===== src/rtl/mem_bus_arbiter.sv =====
// Arbitrates the unified memory port between icache and dcache, tracks which
// requester owns each outstanding load tag, and steers tagged returns back.
module mem_bus_arbiter #(
  parameter int XLEN         = 32,
  parameter int NUM_TAGS     = 16,
  parameter int STARVE_LIMIT = 4
) (
  input  logic            clock,
  input  logic            reset,
  input  logic [1:0]      icache2arb_command,
  input  logic [XLEN-1:0] icache2arb_addr,
  input  logic [1:0]      dcache2arb_command,
  input  logic [XLEN-1:0] dcache2arb_addr,
  input  logic [63:0]     dcache2arb_data,
  output logic [3:0]      arb2icache_response,
  output logic [3:0]      arb2dcache_response,
  output logic [63:0]     arb2icache_data,
  output logic [3:0]      arb2icache_tag,
  output logic [63:0]     arb2dcache_data,
  output logic [3:0]      arb2dcache_tag,
  output logic [1:0]      proc2mem_command,
  output logic [XLEN-1:0] proc2mem_addr,
  output logic [63:0]     proc2mem_data,
  input  logic [3:0]      mem2proc_response,
  input  logic [63:0]     mem2proc_data,
  input  logic [3:0]      mem2proc_tag,
  output logic [4:0]      outstanding_cnt,
  output logic            arb_error
);

  typedef enum logic [1:0] {
    BUS_NONE  = 2'd0,
    BUS_LOAD  = 2'd1,
    BUS_STORE = 2'd2
  } bus_cmd_e;

  localparam int SW = $clog2(STARVE_LIMIT + 1);
  localparam logic [SW-1:0] STARVE_MAX = SW'(STARVE_LIMIT);

  logic [SW-1:0]       starve_cnt;
  logic [NUM_TAGS-1:0] tag_valid;
  logic [NUM_TAGS-1:0] tag_owner_dc;  // 1 = dcache owns the tag, 0 = icache

  logic ic_req, ic_illegal, dc_req;
  logic grant_ic, grant_dc;
  logic alloc, same_tag, overwrite;
  logic ret_hit, ret_orphan;
  logic cnt_inc, cnt_dec;

  // Request decode and grant.
  always_comb begin
    ic_req     = (icache2arb_command == BUS_LOAD);
    ic_illegal = (icache2arb_command == BUS_STORE);
    dc_req     = (dcache2arb_command == BUS_LOAD) || (dcache2arb_command == BUS_STORE);
    grant_ic   = ic_req && (!dc_req || (starve_cnt == STARVE_MAX));
    grant_dc   = dc_req && !grant_ic;
  end

  // Table bookkeeping for this cycle's accept and return.
  always_comb begin
    ret_hit    = (mem2proc_tag != 4'd0) && tag_valid[mem2proc_tag];
    ret_orphan = (mem2proc_tag != 4'd0) && !tag_valid[mem2proc_tag];
    alloc      = (grant_ic || (grant_dc && (dcache2arb_command == BUS_LOAD)))
                 && (mem2proc_response != 4'd0);
    // A tag freed by this cycle's return may be legally reissued in the same cycle.
    same_tag   = ret_hit && (mem2proc_tag == mem2proc_response);
    overwrite  = alloc && tag_valid[mem2proc_response] && !same_tag;
    cnt_inc    = alloc && (!tag_valid[mem2proc_response] || same_tag);
    cnt_dec    = ret_hit;
  end

  // Memory-side drive, accept-tag forwarding and return steering.
  always_comb begin
    proc2mem_command    = BUS_NONE;
    proc2mem_addr       = '0;
    proc2mem_data       = '0;
    arb2icache_response = 4'd0;
    arb2dcache_response = 4'd0;
    arb2icache_tag      = 4'd0;
    arb2dcache_tag      = 4'd0;
    arb2icache_data     = mem2proc_data;
    arb2dcache_data     = mem2proc_data;
    if (!reset) begin
      if (grant_ic) begin
        proc2mem_command    = BUS_LOAD;
        proc2mem_addr       = icache2arb_addr;
        arb2icache_response = mem2proc_response;
      end else if (grant_dc) begin
        proc2mem_command    = dcache2arb_command;
        proc2mem_addr       = dcache2arb_addr;
        proc2mem_data       = dcache2arb_data;
        arb2dcache_response = mem2proc_response;
      end
      if (ret_hit) begin
        if (tag_owner_dc[mem2proc_tag]) arb2dcache_tag = mem2proc_tag;
        else                            arb2icache_tag = mem2proc_tag;
      end
    end
  end

  // NOTE: the owner table is plain flops, not RAM, so it is cleared on reset;
  // stale valid bits would otherwise misroute returns issued before reset.
  always_ff @(posedge clock) begin
    if (reset) begin
      tag_valid       <= '0;
      tag_owner_dc    <= '0;
      starve_cnt      <= '0;
      outstanding_cnt <= '0;
      arb_error       <= 1'b0;
    end else begin
      if (ret_hit) tag_valid[mem2proc_tag] <= 1'b0;
      // NOTE: the allocation is written after the clear so that, with
      // non-blocking semantics, a same-tag reissue wins over the return.
      if (alloc) begin
        tag_valid[mem2proc_response]    <= 1'b1;
        tag_owner_dc[mem2proc_response] <= grant_dc;
      end

      if (ic_req && dc_req && !grant_ic) begin
        if (starve_cnt != STARVE_MAX) starve_cnt <= starve_cnt + SW'(1);
      end else begin
        starve_cnt <= '0;
      end

      case ({cnt_inc, cnt_dec})
        2'b10:   outstanding_cnt <= outstanding_cnt + 5'd1;
        2'b01:   outstanding_cnt <= outstanding_cnt - 5'd1;
        default: outstanding_cnt <= outstanding_cnt;
      endcase

      if (ret_orphan || overwrite || ic_illegal) arb_error <= 1'b1;
    end
  end

endmodule


===== config.mk =====
export PLATFORM = sky130hd
export DESIGN_NAME = mem_bus_arbiter
export DESIGN_NICKNAME = d
export VERILOG_FILES = /design/src/rtl/mem_bus_arbiter.sv
export SDC_FILE = /design/constraint.sdc
export NUM_CORES = 1
export LEC_CHECK = 0
export ABC_AREA = 1
export CAP_MARGIN = 20
export CORE_AREA = 3 3 176 178
export DETAILED_ROUTE_END_ITERATION = 10
export DIE_AREA = 0 0 179 181
export PLACE_DENSITY = 0.58
export REMOVE_ABC_BUFFERS = 1
export SYNTH_ARGS = -nofsm -noshare
export SYNTH_HDL_FRONTEND = slang
export SYNTH_SLANG_ARGS = --single-unit

===== constraint.sdc =====
create_clock -name clock -period 2.6 [get_ports clock]
set_clock_uncertainty 0.15 [all_clocks]
set_input_delay 0.52 -clock clock [delete_from_list [all_inputs] [get_ports clock]]
set_output_delay 0.52 -clock clock [all_outputs]
set_load 0.02 [all_outputs]

Word level (Yosys, flattened, before mapping)
Cells that the tools add are included.

$lt $le $gt $ge: 4. Muxes and demuxes: 35. Add/subtract/negate cells: 3. Shift-type cells: 0. Bitwise logic cells: 4. Divide/modulo/power cells: 0. Reductions and logical operators: 29. Equality and inequality tests: 9. Multipliers: 0.

Operators with widths (count): 64-bit two-way mux (3); 32-bit two-way mux (3); 16-bit two-way mux (3); 4-bit two-way mux (11); 16-bit AND (1); 16-bit bitwise mux (1); 16-bit NOT (1); 16-bit OR (1); 1-bit logical AND (14); 1-bit binary-select mux with 4-bit select (3); 4-bit by 5-bit less-than comparator with 1-bit output, second input constant (2); 5-bit one-hot mux with 2 select lines (1); 1-bit demux with 4-bit select (2); 4-bit by 1-bit >= comparator with 1-bit output, second input constant (2); 4-bit nonzero test (2); 2-bit by 1-bit equality test with 1-bit output, second input constant (3); 2-bit equality test, second input constant (3); 1-bit logical OR (6); 2-bit two-way mux (3); 5-bit by 1-bit adder with 5-bit output, second input constant (1); 1-bit logical NOT (5); 1-bit two-way mux (5); 5-bit by 1-bit subtractor with 5-bit output, second input constant (1); 4-bit equality test (1); 6 further kinds (6).

Memories kept: 0. Bits of input ports: 206. Flip-flop bits (word level): 41. Memory bits (read-only): 0. Bits in latches: 0. RAM bits: 0.

Logic depth before layout (Yosys ltp)
Gate-level depths: netlist of the first run.

Depth after elaboration: 14. Gate-level depth with buffers: 21. Mapped depth without buffers: 21.

Least setup slack after synthesis of the first run
Ideal clock, no wire load.

Path type: input to register. Start point: input port mem2proc_tag[1]. End point: register outstanding_cnt[4]. Stages on the path: 20. Data required time: 2.380 ns. Path slack: -0.126 ns. Arrival: 2.505 ns. Cell sequence: buf_4 > inv_2 > nand2_1 > nand2_1 > nand2_1 > nand2_1 > inv_1 > nand2_1 > nand3_1 > o21ai_1 > nand3_1 > ha_1 > xor2_1 > ha_1 > inv_1 > nand2_1 > a31oi_1 > xor2_1 > nand2_1 > a21oi_1.

Longest elaborated chain between the ends: 8. Elaborated cells on any way between the ends: 12. Classes of those cells: eq/ne: 3; mux: 3; reduce/logical: 6.

Ends and longest elaborated chain: start: declaration (line 26) `input logic [3:0] mem2proc_tag,`; 1-bit binary-select mux with 4-bit select (line 61) `ret_hit = (mem2proc_tag != 4'd0) && tag_valid[mem2proc_tag];`; 1-bit two-way mux (not written as such) (line 61); 1-bit logical AND (line 61); 1-bit logical AND (line 66) `same_tag = ret_hit && (mem2proc_tag == mem2proc_response);`; 1-bit logical OR (line 68) `cnt_inc = alloc && (!tag_valid[mem2proc_response] || same_tag);`; 1-bit logical AND (line 68); 2-bit by 1-bit equality test with 1-bit output / 2-bit equality test (equally long branches) (line 125) `case ({cnt_inc, cnt_dec})`; 5-bit one-hot mux with 2 select lines / 2-bit nonzero test (equally long branches); end signal: assignment (line 126) `2'b10: outstanding_cnt <= outstanding_cnt + 5'd1;`; end signal: assignment (line 127) `2'b01: outstanding_cnt <= outstanding_cnt - 5'd1;`; end signal: assignment (line 128) `default: outstanding_cnt <= outstanding_cnt;`; end: declaration (line 27) `output logic [4:0] outstanding_cnt,`.

Parallel ways exist; a longest one is shown, timed or not. The select of a mux whose other input is x is not followed. A chain may end at the register's enable or synchronous reset.

Final worst setup path of the first run
Start point: input port mem2proc_tag[0]. End point: output port arb2dcache_tag[1].

Longest elaborated chain between the ends: 5. Elaborated cells on any way between the ends: 9. Classes of those cells: mux: 7; reduce/logical: 2.

Ends and longest elaborated chain: 1-bit binary-select mux with 4-bit select, on equally long branches (line 95, 61); 1-bit two-way mux, on equally long branches (line 95, 61); 4-bit two-way mux / 1-bit logical AND (equally long branches) (line 95, 61); 4-bit two-way mux (*) (line 94) `if (ret_hit) begin`; 4-bit two-way mux (*) (line 83) `if (!reset) begin`; end: declaration (line 20) `output logic [3:0] arb2dcache_tag,`.

Mark *: on every way between the ends. The rest lies on a longest branch, timed or not. The select of a mux whose other input is x is not followed.

==> qor.yml, run 1 <==
logic_synthesis:
  ys_ff_latch: 41
  synth_cell_type_count: 26
  synth_area_leaders: "buf_4 23%, dfxtp_1 19%, nand2_1 16%"
  seq_area_frac_synth_pct: 18.6
  yosys.area.top_type_share_pct: 22.7
  netlist_instances: 765
  yosys_warnings: 0
  synth_area_leader_cell: "buf_4"
  netlist_area_um2: 4400
  synth_area_per_cell_um2: 5.76
timing:
  min_period_ns: 2.80
  report.final.hold_viol_count: 0
  report.final.slew_viol_count: 0
  min_period_over_period_pct: 108
  finalSetupViolCount: 79
  rsz0062_at_grt: "yes"
  setup_tns_ns: -5.18
  fmax_mhz: 357
  slew_headroom_pct: 74.2
  worst_pin_slew_ns: 0.386
  worst_slack_ns: -0.204
power:
  vdd_drop_max_uv: 218
  leakagePower_nw: 4.18
  p_per_area_nw_per_um2: 305
  power_mw: 2.91
routing:
  vias: 5976
  wl_um: 32000
  firstDrtPassIters: 5
  antenna_left: 0
  first_iter_violations: 236
  route.detailed.drc: 0
  wl_per_cell_um: 22.7
  avgViaCountPerCell: 4.24
clocking:
  hold_buffers: 0
  insertion_delay_ns: 0.29
  clockBufferDepth: 2
  clock_sinks: 41
  root_buffer: "clkbuf_16"
  cts_tree: "done"
  ctsHtreeMaxLevel: 2
  numCtsBuffers: 5
  path_clk_slew_ns: 0.06
critical_path:
  path_class: "in -> out"
  worstSetupStartpointType: "input pin"
  required_ns: 1.93
  path_max_fanout: 6
  crit_arrival_ns: 2.13
  endpoint_kind: "output port"
die:
  ios: 454
  die_area_um2: 32400
  rows: 63
  start_util_pct: 14.9
  die_w_um: 179
  die_height_um: 181
  core_area_um2: 29600
min_path:
  hold_path_class: "reg -> reg"
global_routing:
  grt_pass1_wl_um: 42800
  antenna_found_initial: 2
  grt_remaining_overflow: 0
  grt_max_degree: 38
  grt_pass1_vias: 6031
  grt.total_usage_pct: 18.7
final_layout:
  drive_gt1_share_pct: 46.9
  nFillCells: 3021
  fin_util_pct: 32.2
  synthToLayoutAreaGrowth_pct: 116
  nNetsFinal: 1233
  n_antenna_cell: 0
  final_cells: 1411
job:
  max_cap_violations: 0
placement:
  port_buffers: 261
  hpwlAfterDp_um: 22800
  place.gp.congestion: 0.871
  place_inst: 1349
outcome:
  violations: "setup timing"
  status: "complete, but fails checks"
[what timing repair did]
item / CTS / global route
setup buffers: 48 / 12
endpoints found under the hold margin: 0 / 0
pin swaps: 49 / 58
cloned: 17 / 0
setup endpoints to repair: 126 / 115
resized for setup: 739 / 293
[logic make-up (layout without fill, tap and decap cells)]
logic type	after synthesis	in the layout	share of synthesized area, %
AND/OR/NAND/NOR	327	327	29.5
flip-flops	41	41	18.6
adder cells (fa/ha/maj)	7	7	1.99
XOR/XNOR	9	9	1.79
buffers and inverters	268	524	34.6
AO/OA/AOI/OAI	113	113	13.4
[synth_stat cells]
library cell  number
nand2_1          193
inv_1             99
a21oi_4            1
ha_1               7
buf_4            133
nand3_1           12
clkbuf_1          14
o22ai_1            7
a21boi_1           1
buf_2              9
o21bai_1           1
nor2_1            99
nor2_2             8
a31oi_1            1
buf_6              1
inv_2             12
nand4_1            2
xnor2_1            2
nor3_2             2
dfxtp_1           41
nor3_1             6
o21ai_0           19
a21oi_1           68
xor2_1             7
o21ai_1           15
nand2_2            5
[metal layers]
layer	vias to the layer above	wire length [um]	GRT usage, %
met4	16	452	3.93
met5	-	345	7.56
met2	503	13900	29.6
met3	35	5880	13.6
met1	2704	11400	19.7
li1	2718	-	-
[power by group]
group / switching [mW] / internal, mW / total [mW]
registers: 0.0193 / 0.644 / 0.663
logic: 0.739 / 0.762 / 1.50
clock network: 0.261 / 0.480 / 0.741
total: 1.02 / 1.89 / 2.91
[sequential cells by signal, indices dropped and copies added (netlist names)]
signal	cells
tag_owner_dc	16
tag_valid	16
outstanding_cnt	5
starve_cnt	3
arb_error	1
[critical path: stages]
cell     delay (ns)
buf_12         0.08
buf_12         0.13
buf_8          0.12
nand2_4        0.04
nand2_1        0.08
nand2_1        0.09
nand2_1        0.08
nand2_1        0.07
nand2_2        0.09
buf_6          0.11
nor2_4         0.03
a21oi_4        0.18
buf_4          0.15
buf_6          0.09
nand2_4        0.05
nor2_1         0.08
buf_4          0.14
[final cells by class]
class	instances	area [um^2]	area share, %
Timing Repair Buffer	404	4270	44.8
Multi-Input combinational cell	456	3330	34.9
Sequential cell	41	823	8.64
Tap cell	390	488	5.12
Inverter	111	442	4.63
Clock buffer	7	143	1.50
Clock inverter	1	30.0	0.315
Timing Repair inverter	1	6.26	0.0657
[final timing paths]
kind | cells after the start | from | to | slack [ns]
min | 2 | tag_owner_dc[0] | tag_owner_dc[0] | 0.29
max reg2reg | 20 | tag_valid[12] | outstanding_cnt[4] | -0.03
max | 17 | mem2proc_tag[0] | arb2dcache_tag[1] | -0.20
min reg2reg | 2 | tag_owner_dc[0] | tag_owner_dc[0] | 0.29
[stage by stage]
stage          worst slack, ns  area (um^2)  hold slack [ns]
2_1_floorplan            -2.15         3300            0.260
3_3_place_gp            -0.959         7130            0.283
3_5_place_dp            -0.994         7130            0.284
4_1_cts                 -0.171         8720            0.294
5_1_grt                 -0.355         9530            0.314
6_report                -0.204         9530            0.286
[cells in the final DEF, fill, tap and decap left out, drive strengths merged, types with 7 or more instances in the layout]
| cell type | count |
|---|---|
| inv | 112 |
| nor2 | 107 |
| clkbuf | 7 |
| dfxtp | 41 |
| clkdlybuf4s50 | 134 |
| nor3 | 8 |
| nand2 | 198 |
| o22ai | 7 |
| ha | 7 |
| nand3 | 12 |
| a21oi | 69 |
| o21ai | 34 |
| buf | 259 |
| dlygate4sd2 | 8 |
| xor2 | 7 |
No activity file was read; power rests on OpenSTA's default activity.
==> run 2: changes to the inputs <==
--- a/config.mk
+++ b/config.mk
@@ -6,11 +6,11 @@
 export NUM_CORES = 1
 export LEC_CHECK = 0
 export ABC_AREA = 1
-export CAP_MARGIN = 20
 export CORE_AREA = 3 3 176 178
+export CTS_CLUSTER_DIAMETER = 30
 export DETAILED_ROUTE_END_ITERATION = 10
 export DIE_AREA = 0 0 179 181
-export PLACE_DENSITY = 0.58
+export PLACE_DENSITY = 0.54
 export REMOVE_ABC_BUFFERS = 1
 export SYNTH_ARGS = -nofsm -noshare
 export SYNTH_HDL_FRONTEND = slang
==> run 2 against run 1 <==
Against the previous run:
- flip-flop and latch count is the same
- the flow still finishes with violations (setup timing)
- register-to-register slack is essentially flat
- critical path depth shrank 1
- largest power group unchanged
- global-route usage shrank 1.0 points
- clock power is essentially flat
==> qor.yml, run 2 (same netlist as run 1, synthesis figures left out) <==
timing:
  min_period_over_period_pct: 110  # was 108%
  finalSetupViolCount: 89  # was 79
  fmax_mhz: 350  # was 357 MHz
  report.final.hold_viol_count: 0  # unchanged
  report.final.slew_viol_count: 0  # unchanged
  rsz0062_at_grt: "yes"  # unchanged
  min_period_ns: 2.86  # was 2.80 ns
  slew_headroom_pct: 69.8  # was 74.2%
  worst_slack_ns: -0.261  # was -0.204 ns
  setup_tns_ns: -9.96  # was -5.18 ns
  worst_pin_slew_ns: 0.453  # was 0.386 ns
  holdWs_ns: 0.306  # was 0.286 ns
routing:
  antenna_left: 0  # unchanged
  wl_um: 31900  # was 32,000 um
  avgViaCountPerCell: 4.15  # was 4.24
  route.detailed.drc: 0  # unchanged
  first_iter_violations: 353  # was 236
  wl_per_cell_um: 22.3  # was 22.7 um
  firstDrtPassIters: 4  # was 5
  vias: 5953  # was 5,976
die:
  core_area_um2: 29600  # unchanged
  ios: 454  # unchanged
  rows: 63  # unchanged
  start_util_pct: 14.9  # unchanged
  die_area_um2: 32400  # unchanged
  die_height_um: 181  # unchanged
  die_w_um: 179  # unchanged
global_routing:
  grt.total_usage_pct: 17.7  # was 18.7%
  met2_usage_pct: 25.8  # was 29.6%
  grt_pass1_vias: 5676  # was 6,031
  grt_pass1_wl_um: 40500  # was 42,800 um
  grt_remaining_overflow: 0  # unchanged
  grt_max_degree: 37  # was 38
  antenna_found_initial: 1  # was 2
  grtUsageMet1_pct: 19.8  # was 19.7%
  top_usage_layer: "met2"  # unchanged
  gr-usage-met3_pct: 13.7  # was 13.6%
job:
  max_cap_violations: 0  # unchanged
min_path:
  hold_path_class: "reg -> reg"  # unchanged
  whs_path_depth: 2  # unchanged
final_layout:
  drive_gt1_share_pct: 44.2  # was 46.9%
  nNetsFinal: 1255  # was 1,233
  final_common_cell: "nand2_1"  # unchanged
  n_antenna_cell: 0  # unchanged
  nFillCells: 3092  # was 3,021
  synthToLayoutAreaGrowth_pct: 111  # was 116%
  fin_util_pct: 31.5  # was 32.2%
  final_cell_mix: "157 x nand2_1, 134 x clkdlybuf4s50_1, 133 x buf_4"  # was 147 x nand2_1, 134 x clkdlybuf4s50_1, 120 x buf_6
  largestRegisters: "tag_owner_dc x16, tag_valid x16, outstanding_cnt x5"  # unchanged
critical_path:
  endpoint_kind: "output port"  # unchanged
  path_class: "in -> out"  # unchanged
  worstSetupStartpointType: "input pin"  # unchanged
  path_max_fanout: 4  # was 6
  crit_arrival_ns: 2.19  # was 2.13 ns
  r2r_cells: 18  # was 20
  required_ns: 1.93  # about the same
clocking:
  clockBufferDepth: 2  # unchanged
  insertion_delay_ns: 0.29  # about the same
  hold_buffers: 0  # unchanged
  path_clk_slew_ns: 0.06  # about the same
  root_buffer: "clkbuf_16"  # unchanged
  clock_sinks: 41  # unchanged
  cts_tree: "done"  # unchanged
  numCtsBuffers: 5  # unchanged
  ctsHtreeMaxLevel: 2  # unchanged
placement:
  hpwlAfterDp_um: 22600  # was 22,800 um
  port_buffers: 261  # unchanged
  place.gp.congestion: 0.851  # was 0.871
power:
  vdd_drop_max_uv: 290  # was 218 uV
  power_mw: 2.84  # was 2.91 mW
  leakagePower_nw: 4.15  # was 4.18 nW
  p_sw_mw: 0.959  # was 1.02 mW
  power_frac_seq_pct: 23.3  # was 22.8%
  switching_share_pct: 33.7  # was 35.1%
  p_per_area_nw_per_um2: 306  # was 305 nW/um^2
  pwr-share-clk_pct: 26.2  # was 25.5%
  combPwrFrac_pct: 50.6  # was 51.7%
  p_int_mw: 1.88  # was 1.89 mW
outcome:
  status: "complete, but fails checks"  # unchanged
  violations: "setup timing"  # unchanged
-- run 2: changes by cell type in the layout (fill, tap and decap cells not counted), sizes merged --
cell,previous run,this run
buf,259,279
bufbuf,0,1
clkbuf,7,11
clkdlybuf4s15,3,2
clkinv,0,3
dlygate4sd2,8,6
inv,112,109
-- run 2: metrics by stage --
| stage | std cells | area (um^2) | setup slack, ns |
|---|---|---|---|
| floorplan | 608 | 3300 | -2.15 |
| global placement | 1364 | 7310 | -0.960 |
| detailed placement | 1364 | 7310 | -0.971 |
| CTS | 1420 | 8580 | -0.209 |
| global route | 1433 | 9300 | -0.385 |
| finish | 1433 | 9300 | -0.261 |
-- run 2: routing by layer --
layer  vias up  share of wire (%)
li1       2748                  -
met1      2665                 38
met2       494                 41
met3        33                 18
met4        13                1.5
met5         -                1.1
-- run 2: path summary, 6_finish.rpt --
kind / from / end / slack, ns
setup / recovery: dcache2arb_command[1] / proc2mem_data[2] / -0.26
hold / removal: tag_owner_dc[1] / tag_owner_dc[1] / 0.31
hold reg to reg: tag_owner_dc[1] / tag_owner_dc[1] / 0.31
setup reg to reg: starve_cnt[1] / outstanding_cnt[4] / -0.03
-- run 2: cell type report --
cell class	instances	area, um^2	area share (%)
inverters	111	459	4.94
repair buffers	426	4410	47.5
well taps	390	488	5.25
multi-input cells	456	2930	31.5
clock buffers	7	143	1.53
clock inverters	1	30.0	0.323
flip-flops and latches	41	823	8.85
repair inverters	1	11.3	0.121
-- run 2: critical path, cell delays in order --
cell and delay [ns]:
buf_6 0.08, clkinv_4 0.05, ha_4 0.21, inv_2 0.06, nand2_2 0.05, nand2_2 0.07, inv_2 0.06, nor2_4 0.15
nand2_4 0.11, buf_16 0.15, buf_12 0.12, buf_8 0.11, buf_8 0.13, buf_6 0.11, nor2_4 0.07, buf_6 0.12
-- run 2: power groups by stage --
stage | registers, mW | clock network [mW] | logic (mW)
after floorplan | 0.678 | 0 | 0.350
after global placement | 0.671 | 0 | 1.03
after detailed placement | 0.672 | 0 | 1.03
after CTS | 0.659 | 0.755 | 1.30
after global routing | 0.664 | 0.778 | 1.53
final | 0.662 | 0.744 | 1.44
-- run 2: what timing repair did --
| action | CTS | global route |
|---|---|---|
| gates cloned | 9 | 4 |
| pin swaps | 45 | 45 |
| resized for setup | 738 | 168 |
| setup buffers | 40 | 19 |
| setup endpoints to repair | 119 | 116 |
==> run 3: changes to the inputs <==
==> config.mk (replaced) <==
export PLATFORM = sky130hd
export DESIGN_NAME = mem_bus_arbiter
export DESIGN_NICKNAME = d
export VERILOG_FILES = /design/src/rtl/mem_bus_arbiter.sv
export SDC_FILE = /design/constraint.sdc
export NUM_CORES = 1
export LEC_CHECK = 0
export CORE_AREA = 3 3 175 177
export CTS_CLUSTER_DIAMETER = 30
export DETAILED_ROUTE_END_ITERATION = 10
export DIE_AREA = 0 0 178 180
export PLACE_DENSITY = 0.53
export REMOVE_ABC_BUFFERS = 1
export SYNTH_ARGS = -nofsm -noshare
export SYNTH_HDL_FRONTEND = slang
export SYNTH_SLANG_ARGS = --single-unit
export TNS_END_PERCENT = 10
==> run 3 against run 2 <==
Against the previous run:
- the run still ends with setup timing left
- wire length increased by 30%
- first-iteration DRC count shrank 33%
- final area shrank 11%
- die area shrank 1.1%
- synthesized area down 4.9%
- critical endpoint is now outstanding_cnt[4]
- largest cell class unchanged
- largest power group unchanged
==> qor.yml, run 3 <==
placement:
  pre_cts_ws_ns: -1.63  # was -0.971 ns
  port_buffers: 261  # unchanged
  place.gp.congestion: 0.840  # was 0.851
  hpwlAfterDp_um: 35700  # was 22,600 um
  place_inst: 1090  # was 1,364
critical_path:
  crit_arrival_ns: 3.47  # was 2.19 ns
  endpoint_kind: "register"  # was output port
  critPathSlowestCell: "or3_1"  # was ha_4
  cpPeakStageDelay_ns: 0.39  # was 0.21 ns
  path_class: "in -> reg"  # was in -> out
  worstSetupStartpointType: "input pin"  # unchanged
  crit_path_cell_trace: "buf_6 > buf_6 > or2b_1 > o22ai_2 > nor3_2 > o21a_4 > o31ai_2 > buf_4 > nand3_4 > ha_4 > xor2_1 > ha_2 > o21a_1 > o22a_1 > a21oi_2 > xor2_1 > or3_1 > a21oi_2"  # was buf_6 > clkinv_4 > ha_4 > inv_2 > nand2_2 > nand2_2 > inv_2 > nor2_4 > nand2_4 > buf_16 > buf_12 > buf_8 > buf_8 > buf_6 > nor2_4 > buf_6
  required_ns: 2.67  # was 1.93 ns
  path_max_fanout: 4  # unchanged
clocking:
  insertion_delay_ns: 0.29  # about the same
  clock_sinks: 41  # unchanged
  cts_tree: "done"  # unchanged
  hold_buffers: 0  # unchanged
  numCtsBuffers: 5  # unchanged
  root_buffer: "clkbuf_16"  # unchanged
  ctsHtreeMaxLevel: 2  # unchanged
  path_clk_slew_ns: 0.06  # about the same
  clockBufferDepth: 2  # unchanged
global_routing:
  grt_max_degree: 41  # was 37
  grt_remaining_overflow: 0  # unchanged
  grt.total_usage_pct: 24.8  # was 17.7%
  grt_pass1_vias: 5102  # was 5,676
  antenna_found_initial: 5  # was 1
  grt_pass1_wl_um: 51800  # was 40,500 um
routing:
  route.detailed.drc: 0  # unchanged
  antenna_left: 0  # unchanged
  wl_um: 41600  # was 31,900 um
  avgViaCountPerCell: 4.37  # was 4.15
  first_iter_violations: 237  # was 353
  firstDrtPassIters: 4  # unchanged
  vias: 4881  # was 5,953
  wl_per_cell_um: 37.2  # was 22.3 um
final_layout:
  nNetsFinal: 941  # was 1,255
  final_cell_mix: "134 x clkdlybuf4s50_1, 76 x buf_4, 72 x buf_6"  # was 157 x nand2_1, 134 x clkdlybuf4s50_1, 133 x buf_4
  n_antenna_cell: 0  # unchanged
  drive_gt1_share_pct: 49.9  # was 44.2%
  final_cells: 1117  # was 1,433
  synthToLayoutAreaGrowth_pct: 98.6  # was 111%
  final_common_cell: "clkdlybuf4s50_1"  # was nand2_1
  largestRegisters: "tag_owner_dc x16, tag_valid x16, outstanding_cnt x5"  # unchanged
logic_synthesis:
  yosys.area_share.adder_pct: 2.09  # was 1.99%
  netlist_area_um2: 4190  # was 4400 um^2
  ys_ff_latch: 41  # unchanged
  synthSimpleGateAreaFrac_pct: 23.8  # was 29.5%
  synth_area_leaders: "buf_4 23%, dfxtp_1 20%, and2_1 12%"  # was buf_4 23%, dfxtp_1 19%, nand2_1 16%
  yosys_warnings: 0  # unchanged
  synth_cell_type_count: 50  # was 26
  synth_most_common_cell: "buf_4"  # was nand2_1
  synth_xor_area_share_pct: 2.09  # was 1.79%
  synth_mux_area_share_pct: 8.43  # was 0%
  netlist_instances: 528  # was 765
  synth_edf_count: 0  # unchanged
  synth_top_family_by_area: "buffers and inverters"  # unchanged
  synth_common_cells: "130 x buf_4, 80 x and2_1, 41 x dfxtp_1"  # was 193 x nand2_1, 133 x buf_4, 99 x inv_1, 99 x nor2_1, 68 x a21oi_1
  synthFlopType: "dfxtp_1"  # unchanged
  synth_area_per_cell_um2: 7.93  # was 5.76 um^2
  async_reset_ff_share_pct: 0  # unchanged
  seq_area_frac_synth_pct: 19.6  # was 18.6%
  synth_compound_area_share_pct: 16.6  # was 13.4%
  synth_area_leader_cell: "buf_4"  # unchanged
  yosys.area.top_type_share_pct: 23.3  # was 22.7%
timing:
  holdWs_ns: 0.312  # was 0.306 ns
  worst_pin_slew_ns: 0.457  # was 0.453 ns
  finalSetupViolCount: 84  # was 89
  fmax_mhz: 295  # was 350 MHz
  rsz0062_at_grt: "yes"  # unchanged
  worst_slack_ns: -0.795  # was -0.261 ns
  report.final.hold_viol_count: 0  # unchanged
  min_period_over_period_pct: 131  # was 110%
  slew_headroom_pct: 69.4  # was 69.8%
  report.final.slew_viol_count: 0  # unchanged
  min_period_ns: 3.39  # was 2.86 ns
die:
  die_area_um2: 32000  # was 32,400 um^2
  start_util_pct: 14.2  # was 14.9%
  core_area_um2: 29400  # was 29,600 um^2
  die_height_um: 180  # was 181 um
  rows: 63  # unchanged
  ios: 454  # unchanged
  die_w_um: 178  # was 179 um
min_path:
  hold_path_class: "reg -> reg"  # unchanged
outcome:
  status: "complete, but fails checks"  # unchanged
  violations: "setup timing"  # unchanged
job:
  max_cap_violations: 0  # unchanged
power:
  vdd_drop_max_uv: 213  # was 290 uV
  leakagePower_nw: 3.48  # was 4.15 nW
  p_per_area_nw_per_um2: 315  # was 306 nW/um^2
==> run 3: cell count changes after synthesis, sizes merged, moves of 7 or more <==
cell    previous run  this run
a21oi             69        34
a22o               0        32
and2               0        80
clkbuf            14        28
inv              111         5
mux2i              0        15
mux4               0         9
nand2            198        30
nor2             107        21
o21ai             34        12
o31ai              0         7
==> run 3: cells by family after synthesis <==
logic type      count (synthesis)
compound gates                 99
mux                            24
simple gates                  177
fa+ha+maj                       7
xor+xnor                       10
buf+inv                       170
flops                          41
==> run 3: metrics by stage <==
step                      util (%)  area (um^2)  power (mW)  setup TNS (ns)
final                         28.3         8320        2.62          -12.65
after CTS                     27.5         8090        2.60          -18.91
after global placement        23.9         7010        1.81         -134.04
after global routing          28.3         8320        2.74          -17.80
after detailed placement      23.9         7010        1.80         -134.21
after floorplan                  -         3060       0.976         -192.89
==> run 3: worst paths after layout <==
kind,from,endpoint,slack (ns),depth (start not counted)
worst max register to register,tag_valid[3],outstanding_cnt[4],-0.71,16
worst max-delay path,mem2proc_tag[1],outstanding_cnt[4],-0.79,18
worst min-delay path,tag_owner_dc[14],tag_owner_dc[14],0.31,2
worst min register to register,tag_owner_dc[14],tag_owner_dc[14],0.31,2
==> run 3: layout make-up <==
cell class                      instances  area, um^2
Multi-Input combinational cell        317        2860
Inverter                                5        26.3
Timing Repair Buffer                  358        3990
Sequential cell                        41         823
Clock inverter                          1        5.00
Tap cell                              390         488
Clock buffer                            5         125
Fill cell                            3123       21100
==> run 3: worst max-delay path, delay by kind of cell <==
family                     cells  cell delay, ns
adders and majority gates      2            0.36
AOI/OAI and AO/OA              7            1.19
xor gates and xnor gates       2            0.22
and+or+nand+nor                4            0.79
buffers and inverters          3            0.38
==> run 3: repair_timing <==
item,CTS,global route
gates cloned,3,0
buffers inserted,14,4
pin swaps,68,39
gates resized for setup,420,66
endpoints found under the setup margin,141,116
==> run 3: power by group <==
part           total [mW]  switching (mW)  internal [mW]
registers           0.651          0.0124          0.639
logic                1.37           0.628          0.745
clock network       0.598           0.255          0.343
==> run 3: layer usage <==
metal / GRT usage (%) / up-vias / part of all wire [%] / routed length, um
met5: 4.32 / - / 0.50 / 208
met4: 1.89 / 11 / 0.72 / 299
met3: 32.3 / 26 / 28 / 11700
met2: 26.9 / 484 / 31 / 13000
met1: 29.5 / 2298 / 39 / 16400
li1: - / 2062 / - / -
